==> src/rtl/uart_tx_arbiter.sv <==
// uart_tx_arbiter: round-robin sharing of one 8N1 UART transmitter among
// NUM_REQ byte sources. After reset it waits one full frame (FLUSH) so a
// transmitter caught mid-frame can finish, then serves requests one byte at a
// time: IDLE -> START -> WAIT (until tx_done) -> GAP -> IDLE.
// Optional feature: define UART_TX_ARB_TIMEOUT_EN to add a WAIT watchdog that
// raises the sticky err flag and abandons the byte after TIMEOUT_CYCLES.
module uart_tx_arbiter #(
   parameter int NUM_REQ        = 4,
   parameter int CLOCK_RATE     = 100000000,
   parameter int BAUD_HEDEF     = 115200,
   parameter int TIMEOUT_CYCLES = 20 * (CLOCK_RATE / BAUD_HEDEF)
) (
   input  logic                   clk,
   input  logic                   rst,
   input  logic [NUM_REQ-1:0]     req,
   input  logic [8*NUM_REQ-1:0]   req_data,
   output logic [NUM_REQ-1:0]     ack,
   output logic [2:0]             grant_id,
   output logic                   busy,
   output logic [7:0]             tx_data,
   output logic                   tx_start,
   input  logic                   tx_done,
   output logic                   err
);

   localparam int FRAME_CYCLES = 10 * (CLOCK_RATE / BAUD_HEDEF);

   typedef enum logic [2:0] {FLUSH, IDLE, START, WAIT, GAP} state_t;

   state_t               state, state_nxt;
   logic [31:0]          cnt;
   logic                 cnt_run;
   logic [2:0]           rr_ptr;
   logic                 found;
   logic [2:0]           sel;
   logic [7:0]           req_ext;
   logic [63:0]          data_ext;
   logic [NUM_REQ-1:0]   ack_nxt;
   logic                 busy_nxt;
   logic                 tx_start_nxt;
   logic                 timeout_hit;

   // Round-robin pick: first pending request at or above rr_ptr, wrapping.
   always_comb begin
      req_ext  = 8'(req);
      data_ext = 64'(req_data);
      found    = 1'b0;
      sel      = 3'd0;
      for (int k = 0; k < NUM_REQ; k++) begin
         logic [2:0] idx;
         idx = 3'((int'(rr_ptr) + k) % NUM_REQ);
         if (!found && req_ext[idx]) begin
            found = 1'b1;
            sel   = idx;
         end
      end
   end

   // Watchdog expiry in WAIT; constant low when the watchdog is not built.
   always_comb begin
`ifdef UART_TX_ARB_TIMEOUT_EN
      timeout_hit = (state == WAIT) && !tx_done && (cnt == 32'(TIMEOUT_CYCLES - 1));
      cnt_run     = (state == FLUSH) || (state == WAIT);
`else
      timeout_hit = 1'b0;
      cnt_run     = (state == FLUSH);
`endif
   end

   // State register and per-state cycle counter (cleared on every state change).
   always_ff @(posedge clk) begin
      if (rst) begin
         state <= FLUSH;
         cnt   <= 32'd0;
      end else begin
         state <= state_nxt;
         if (state_nxt != state)
            cnt <= 32'd0;
         else if (cnt_run)
            cnt <= cnt + 32'd1;
      end
   end

   // Next-state logic; tx_done is only meaningful in WAIT.
   always_comb begin
      state_nxt = state;
      case (state)
         FLUSH: if (cnt == 32'(FRAME_CYCLES - 1)) state_nxt = IDLE;
         IDLE:  if (found) state_nxt = START;
         START: state_nxt = WAIT;
         WAIT:  if (tx_done || timeout_hit) state_nxt = GAP;
         GAP:   state_nxt = IDLE;
         default: state_nxt = FLUSH;
      endcase
   end

   // Next values of the registered outputs, derived from current/next state.
   always_comb begin
      ack_nxt      = '0;
      if (state == IDLE && found)
         ack_nxt = NUM_REQ'(1) << sel;
      tx_start_nxt = (state == START);
      busy_nxt     = (state_nxt != IDLE);
   end

   // Output and grant registers; data byte is captured only on a grant.
   always_ff @(posedge clk) begin
      if (rst) begin
         ack      <= '0;
         grant_id <= 3'd0;
         busy     <= 1'b1;
         tx_data  <= 8'h00;
         tx_start <= 1'b0;
         rr_ptr   <= 3'd0;
      end else begin
         ack      <= ack_nxt;
         busy     <= busy_nxt;
         tx_start <= tx_start_nxt;
         if (state == IDLE && found) begin
            tx_data  <= data_ext[{sel, 3'b000} +: 8];
            grant_id <= sel;
            rr_ptr   <= (sel == 3'(NUM_REQ - 1)) ? 3'd0 : sel + 3'd1;
         end
      end
   end

`ifdef UART_TX_ARB_TIMEOUT_EN
   // Sticky timeout flag, cleared only by reset.
   always_ff @(posedge clk) begin
      if (rst)
         err <= 1'b0;
      else if (timeout_hit)
         err <= 1'b1;
   end
`else
   assign err = 1'b0;
`endif

endmodule
==> config.mk <==
export PLATFORM = sky130hd
export DESIGN_NAME = uart_tx_arbiter
export DESIGN_NICKNAME = d
export VERILOG_FILES = /design/src/rtl/uart_tx_arbiter.sv
export SDC_FILE = /design/constraint.sdc
export NUM_CORES = 1
export LEC_CHECK = 0
export CAP_MARGIN = 15
export CORE_MARGIN = 2
export CORE_UTILIZATION = 46
export CTS_CLUSTER_DIAMETER = 40
export CTS_CLUSTER_SIZE = 20
export DETAILED_ROUTE_END_ITERATION = 10
export PLACE_DENSITY_LB_ADDON = 0.05
export SYNTH_ARGS = -nofsm -noshare
export SYNTH_HDL_FRONTEND = slang
export SYNTH_SLANG_ARGS = --single-unit
==> constraint.sdc <==
create_clock -name clk -period 1.7 [get_ports clk]
set_input_delay 0.17 -clock clk [delete_from_list [all_inputs] [get_ports clk]]
set_output_delay 0.17 -clock clk [all_outputs]
set_load 0.01 [all_outputs]
-- Yosys cells after proc, flatten, opt, wreduce, memory -nomap -nowiden
Cells that the tools add are included.
- bits of input ports: 39
- memories: 0
- output and inout port bits: 18
- bits in latches: 0
- memory bits (read-only): 0
- flip-flop bits (word level): 54
- word-level logic and storage cells: 65
- RAM bits: 0
- multiply operators: 0
- div/mod/pow operators: 0
- reduce and logical (&&, ||, !) cells: 13
- muxes and demuxes: 21
- add/subtract/negate cells: 5
- eq/ne operators: 8
- shift operators: 2
- bitwise gates (word level): 4
- $lt $le $gt $ge: 4
- operators with widths (operator ; count):
    $shiftx 64x7->8 ; 1
    $add 32x1->32 const B ; 1
    $eq 32x14->1 const B ; 1
    $mux 3 ; 6
    $pmux 3 s5 ; 1
    $lt 3x4->1 const B ; 3
    $reduce_or 2->1 ; 5
    $bmux 1 s3 ; 3
    $eq 3x2->1 const B ; 3
    $mux 1 ; 8
    $add 2x1->2 const B ; 2
    $add 2x2->2 const B ; 2
    $logic_and 1x1->1 ; 4
    $lt 2x4->1 const B ; 1
    $mux 2 ; 2
    $shl 1x3->4 const A ; 1
    $and 1x1->1 const A ; 3
    $eq 3x1->1 const B ; 1
    $eq 3x3->1 const B ; 1
    $logic_not 1->1 ; 3
    $logic_not 3->1 ; 1
    $ne 3x1->1 const B ; 1
    $ne 3x3->1 ; 1
    $bmux 1 s2 ; 1
    $not 1->1 ; 1

-- Depth between registers and ports, before layout
Gate-level depths: netlist of the first run.
- depth in word-level cells: 17
- depth in mapped cells: 8
- mapped depth without buffers: 5

-- Worst setup path after synthesis of the first run
OpenSTA, ideal clock, no wires.
- path kind: input -> register
- start: input port req[1]
- end: register cnt[16]
- library setup time: 0.062 ns
- data required time: 1.638 ns
- buffers on the path: 3
- slack: -0.100 ns
- data arrival time: 1.738 ns
- stages: 8
- cells stage by stage: buf_2 > o41ai_4 > and2_1 > a31oi_1 > or4_1 > buf_2 > buf_6 > nor2_2
- longest elaborated chain between the ends: 16
- elaborated cells on any way between the ends: 22
- those cells by class: 1 x eq/ne; 14 x mux; 7 x reduce/logical
- RTL lines (item ; line ; RTL):
    start, declared ; 15 ; input logic [NUM_REQ-1:0] req,
    $bmux 1 s2 ; 52 ; if (!found && req_ext[idx]) begin
    $mux 1 (implied by the code) ; 52 ;
    $mux 1 ; 52 ;
    $logic_not 1->1 ; 52 ;
    $logic_and 1x1->1 ; 52 ;
    $mux 1 ; 52 ;
    $logic_not 1->1 ; 52 ;
    $logic_and 1x1->1 ; 52 ;
    $mux 1 ; 52 ;
    $logic_not 1->1 ; 52 ;
    $logic_and 1x1->1 ; 52 ;
    $mux 1 (*) ; 52 ;
    $mux 3 (*) ; 89 ; IDLE: if (found) state_nxt = START;
    $pmux 3 s5 (*) ; 87 ; case (state)
    $ne 3x3->1 (*) ; 77 ; if (state_nxt != state)
    $reduce_or 2->1 (no line) (*) ; -- ;
    end signal, assigned ; 80 ; cnt <= cnt + 32'd1;
    end, declared ; 31 ; logic [31:0] cnt;
Every way passes the cells marked *; elsewhere a longest branch is shown, timed or not. The select of a mux whose other input is x is not followed.
A chain may end at the register's enable or synchronous reset.

-- Worst setup path in the final report of the first run
- start: register cnt[14]
- end: register cnt[9]
- longest elaborated chain between the ends: 5
- RTL lines (item ; line ; RTL):
    $eq 32x14->1 ; 88 ; FLUSH: if (cnt == 32'(FRAME_CYCLES - 1)) state_nxt = IDLE;
    $mux 3 ; 88 ;
    $pmux 3 s5 ; 87 ;
    $ne 3x3->1 ; 77 ;
    $reduce_or 2->1 (no line) ; -- ;
Every way passes these cells.

==> impl_metrics.ini, run 1 <==
[clock_network]
cts.sinks = 53
cts_tree = yes
worst_skew_pair.late_latency_ns = 0.31
clkSlewWorstSetupHoldPaths_ns = 0.10
cts_buffer_depth = 2
cts_hold_repair.buffers = 0
cts-root-buf = clkbuf_8
h-tree-depth = 2
cts_buffers = 5

[critical_path]
cpPeakStageDelay_ns = 0.35
startpoint = cnt[14]
cp-start-kind = flop
critical_path_class = reg2reg
worstSetupEndpointType = flop
worstReg2RegEnd = cnt[9]
ff2ff_path_depth = 6
crit_chain = nor4b_2, nand4_1, nor3_2, or4_4, clkbuf_16, nor2_4
worstPathArrival_ns = 1.98
reg2reg_slack_ns = -0.08
r2r_start = cnt[14]
crit_required_ns = 1.90
crit_slowest_cell = dfxtp_2
cp_max_fo = 8

[layout]
finalNetCount = 445
finalNonFillerCells = 481
area_growth_pct = 52.3
fin_util_pct = 71.2
finalInstanceArea_sq_um = 4170
antenna_cells = 0
drive_gt1_share_pct = 31.3

[placement]
io_buffer_count = 54
gp_congestion = 0.821
placed_area_sq_um = 3650
hpwl_microns = 4470
dp.cells = 469
place_ws_ns = -0.420

[timing]
holdWs_ns = 0.480
grt_setup_unrepaired = yes
fin_crit_ns = 1.78
setup_viol = 32
hold_viol = 0
slew_viol_final = 0
finalCritPeriodShare_pct = 105
worst_slack_ns = -0.0785
fmax_mhz = 562
clock-skew-final_ns = 0.00950

[synth]
synth-seq-cells = 53
synthAdderAreaFrac_pct = 0.457
synth_ff_type = dfxtp_1
synth_compound_area_share_pct = 7.91
netlist_top_cells_area = dfxtp_1 39%, xnor2_1 8.6%, mux2i_1 7.0%, nor2_1 5.8%, nor3_1 3.1%
synthTopCellsByCount = 53 x dfxtp_1, 42 x nor2_1, 27 x xnor2_1
synth_most_common_cell = dfxtp_1
synth_simple_gate_area_share_pct = 29.1
synth.distinct_cells = 43
synth_top_family_by_area = simple AND/OR/NAND/NOR gates
synthArstFlopShare_pct = 0
netlist_area_sq_um = 2740
synth_xor_area_share_pct = 10.2
yosys_warnings = 0
synthCells = 316
ys_seq_area_share_pct = 38.8
synth_top_area_share_pct = 38.8
synthMuxAreaShare_pct = 6.95
synth_edf_count = 0
synth_top_area_cell = dfxtp_1
avgSynthCellArea_sq_um = 8.66

[global_routing]
grt_pass1_wl_microns = 10800
grt_use_met3_pct = 7.11
grt_max_degree = 20
grt_pass1_vias = 2400
grt-busiest-layer = met2
grtUsageMet2_pct = 35.7
antenna_found_initial = 0
gr-total-overflow = 0
grtUsageMet1_pct = 25.5
grt_usage_pct = 21.2

[power]
irDropWorstVdd_mv = 0.341
power-per-cell-area_nw_per_um2 = 542
p_leak_nw = 1.50

[worst_hold_path]
hold_path_end = grant_id[0]
min_path_type = reg2reg
hold_start = grant_id[0]
whs_path_depth = 2

[die]
dieArea_sq_um = 6580
die_h_microns = 81.1
pin_count = 57
initial_core_util_pct = 46.8
rows = 28
core_area_sq_um = 5850
dieWidth_microns = 81.1

[drt]
ant_nets = 0
num_vias = 2569
post-route-drc-count = 0
avgRoutedWirePerCell_microns = 14.8
drt-vias-per-instance = 5.34
dr.first_iter.drc_count = 115
drtPass1Iterations = 4
drt-total-wl_microns = 7140

[flow_run]
cap_violations = 0

[outcome]
status = finished, violations left
violations = negative setup slack
registers in the layout (all words and copies together), names as in the netlist, named ones only:
signal	count
tx_start	1
state	3
busy	1
cnt	32
rr_ptr	1
ack	4
grant_id	2
tx_data	8
worst max-delay path, delay by kind of cell (launching register included):
family	cells	cell delay (ns)
and+or+nand+nor	5	1.12
DFF	1	0.35
buffers and inverters	1	0.20
worst max path at each step:
stage | slack [ns] | endpoint | depth (start not counted)
finish | -0.08 | cnt[9] | 6
global route | -0.15 | cnt[23] | 6
floorplan | -0.02 | cnt[16] | 8
detailed placement | -0.42 | cnt[17] | 7
CTS | -0.003 | cnt[25] | 7
global placement | -0.36 | cnt[21] | 7
cell usage in the layout, fill, tap and decap left out, types with 5 or more instances in the layout:
| cell type | Yosys | final |
|---|---|---|
| dfxtp_2 | 0 | 10 |
| clkdlybuf4s50_1 | 0 | 50 |
| nor2_4 | 2 | 17 |
| clkbuf_8 | 0 | 5 |
| nor2_2 | 11 | 11 |
| nand2_1 | 18 | 18 |
| nor2_1 | 42 | 27 |
| o221ai_1 | 8 | 8 |
| inv_1 | 12 | 11 |
| nor3_2 | 0 | 5 |
| nor4_4 | 0 | 6 |
| dfxtp_1 | 53 | 41 |
| and2_1 | 5 | 5 |
| xnor2_1 | 27 | 24 |
| nand3_1 | 9 | 9 |
| nand4_1 | 7 | 7 |
| nor3_1 | 17 | 10 |
| mux2i_1 | 19 | 19 |
| xor2_1 | 5 | 5 |
| a21oi_1 | 7 | 7 |
| buf_4 | 2 | 38 |
| nand3b_1 | 8 | 8 |
where the power goes:
group	leakage [nW]	internal [mW]	switching [mW]	total, mW
Combinational	1.02	0.165	0.119	0.284
Sequential	0.434	1.24	0.00491	1.25
Clock	0.0439	0.286	0.440	0.726
Total	1.50	1.69	0.564	2.26
metal layers:
metal | up-vias | share of wire (%)
met5 | - | 0
met4 | 0 | 1.3
met3 | 9 | 6.5
met2 | 78 | 50
met1 | 1210 | 42
li1 | 1272 | -
metrics by stage:
stage	setup TNS (ns)	total power, mW
after CTS	-0.00537	2.26
after detailed placement	-16.13	1.52
after global placement	-14.55	1.52
after global routing	-3.22	2.35
final	-1.87	2.26
after floorplan	-0.0183	1.41
final cells by class:
| type | count | area (sq um) |
|---|---|---|
| clock buffers | 5 | 68.8 |
| well taps | 75 | 93.8 |
| flip-flops and latches | 53 | 1080 |
| clock inverters | 3 | 17.5 |
| inverters | 12 | 45.0 |
| repair buffers | 103 | 1030 |
| multi-input cells | 230 | 1840 |
| fillers | 441 | 1680 |
repair_timing:
action                     CTS  global route
setup endpoints to repair   33            43
pin swaps                    9            29
gates cloned                 2             1
resized for setup           27            59
buffers inserted             0             1
kinds of logic (layout without fill, tap and decap cells):
family	after synthesis	in the layout
compound gates	27	27
xor+xnor	32	32
fa+ha+maj	1	1
buf+inv	34	123
flops	53	53
mux	19	19
other cells	1	2
simple gates	149	149
Note: power is estimated with default switching activity, not from simulation.
==> run 2, diff against run 1 <==
Settings changed: SLEW_MARGIN from default to 30.
==> results of run 2 <==
No change in the layout: final DEF, timing and power equal those of run 1.
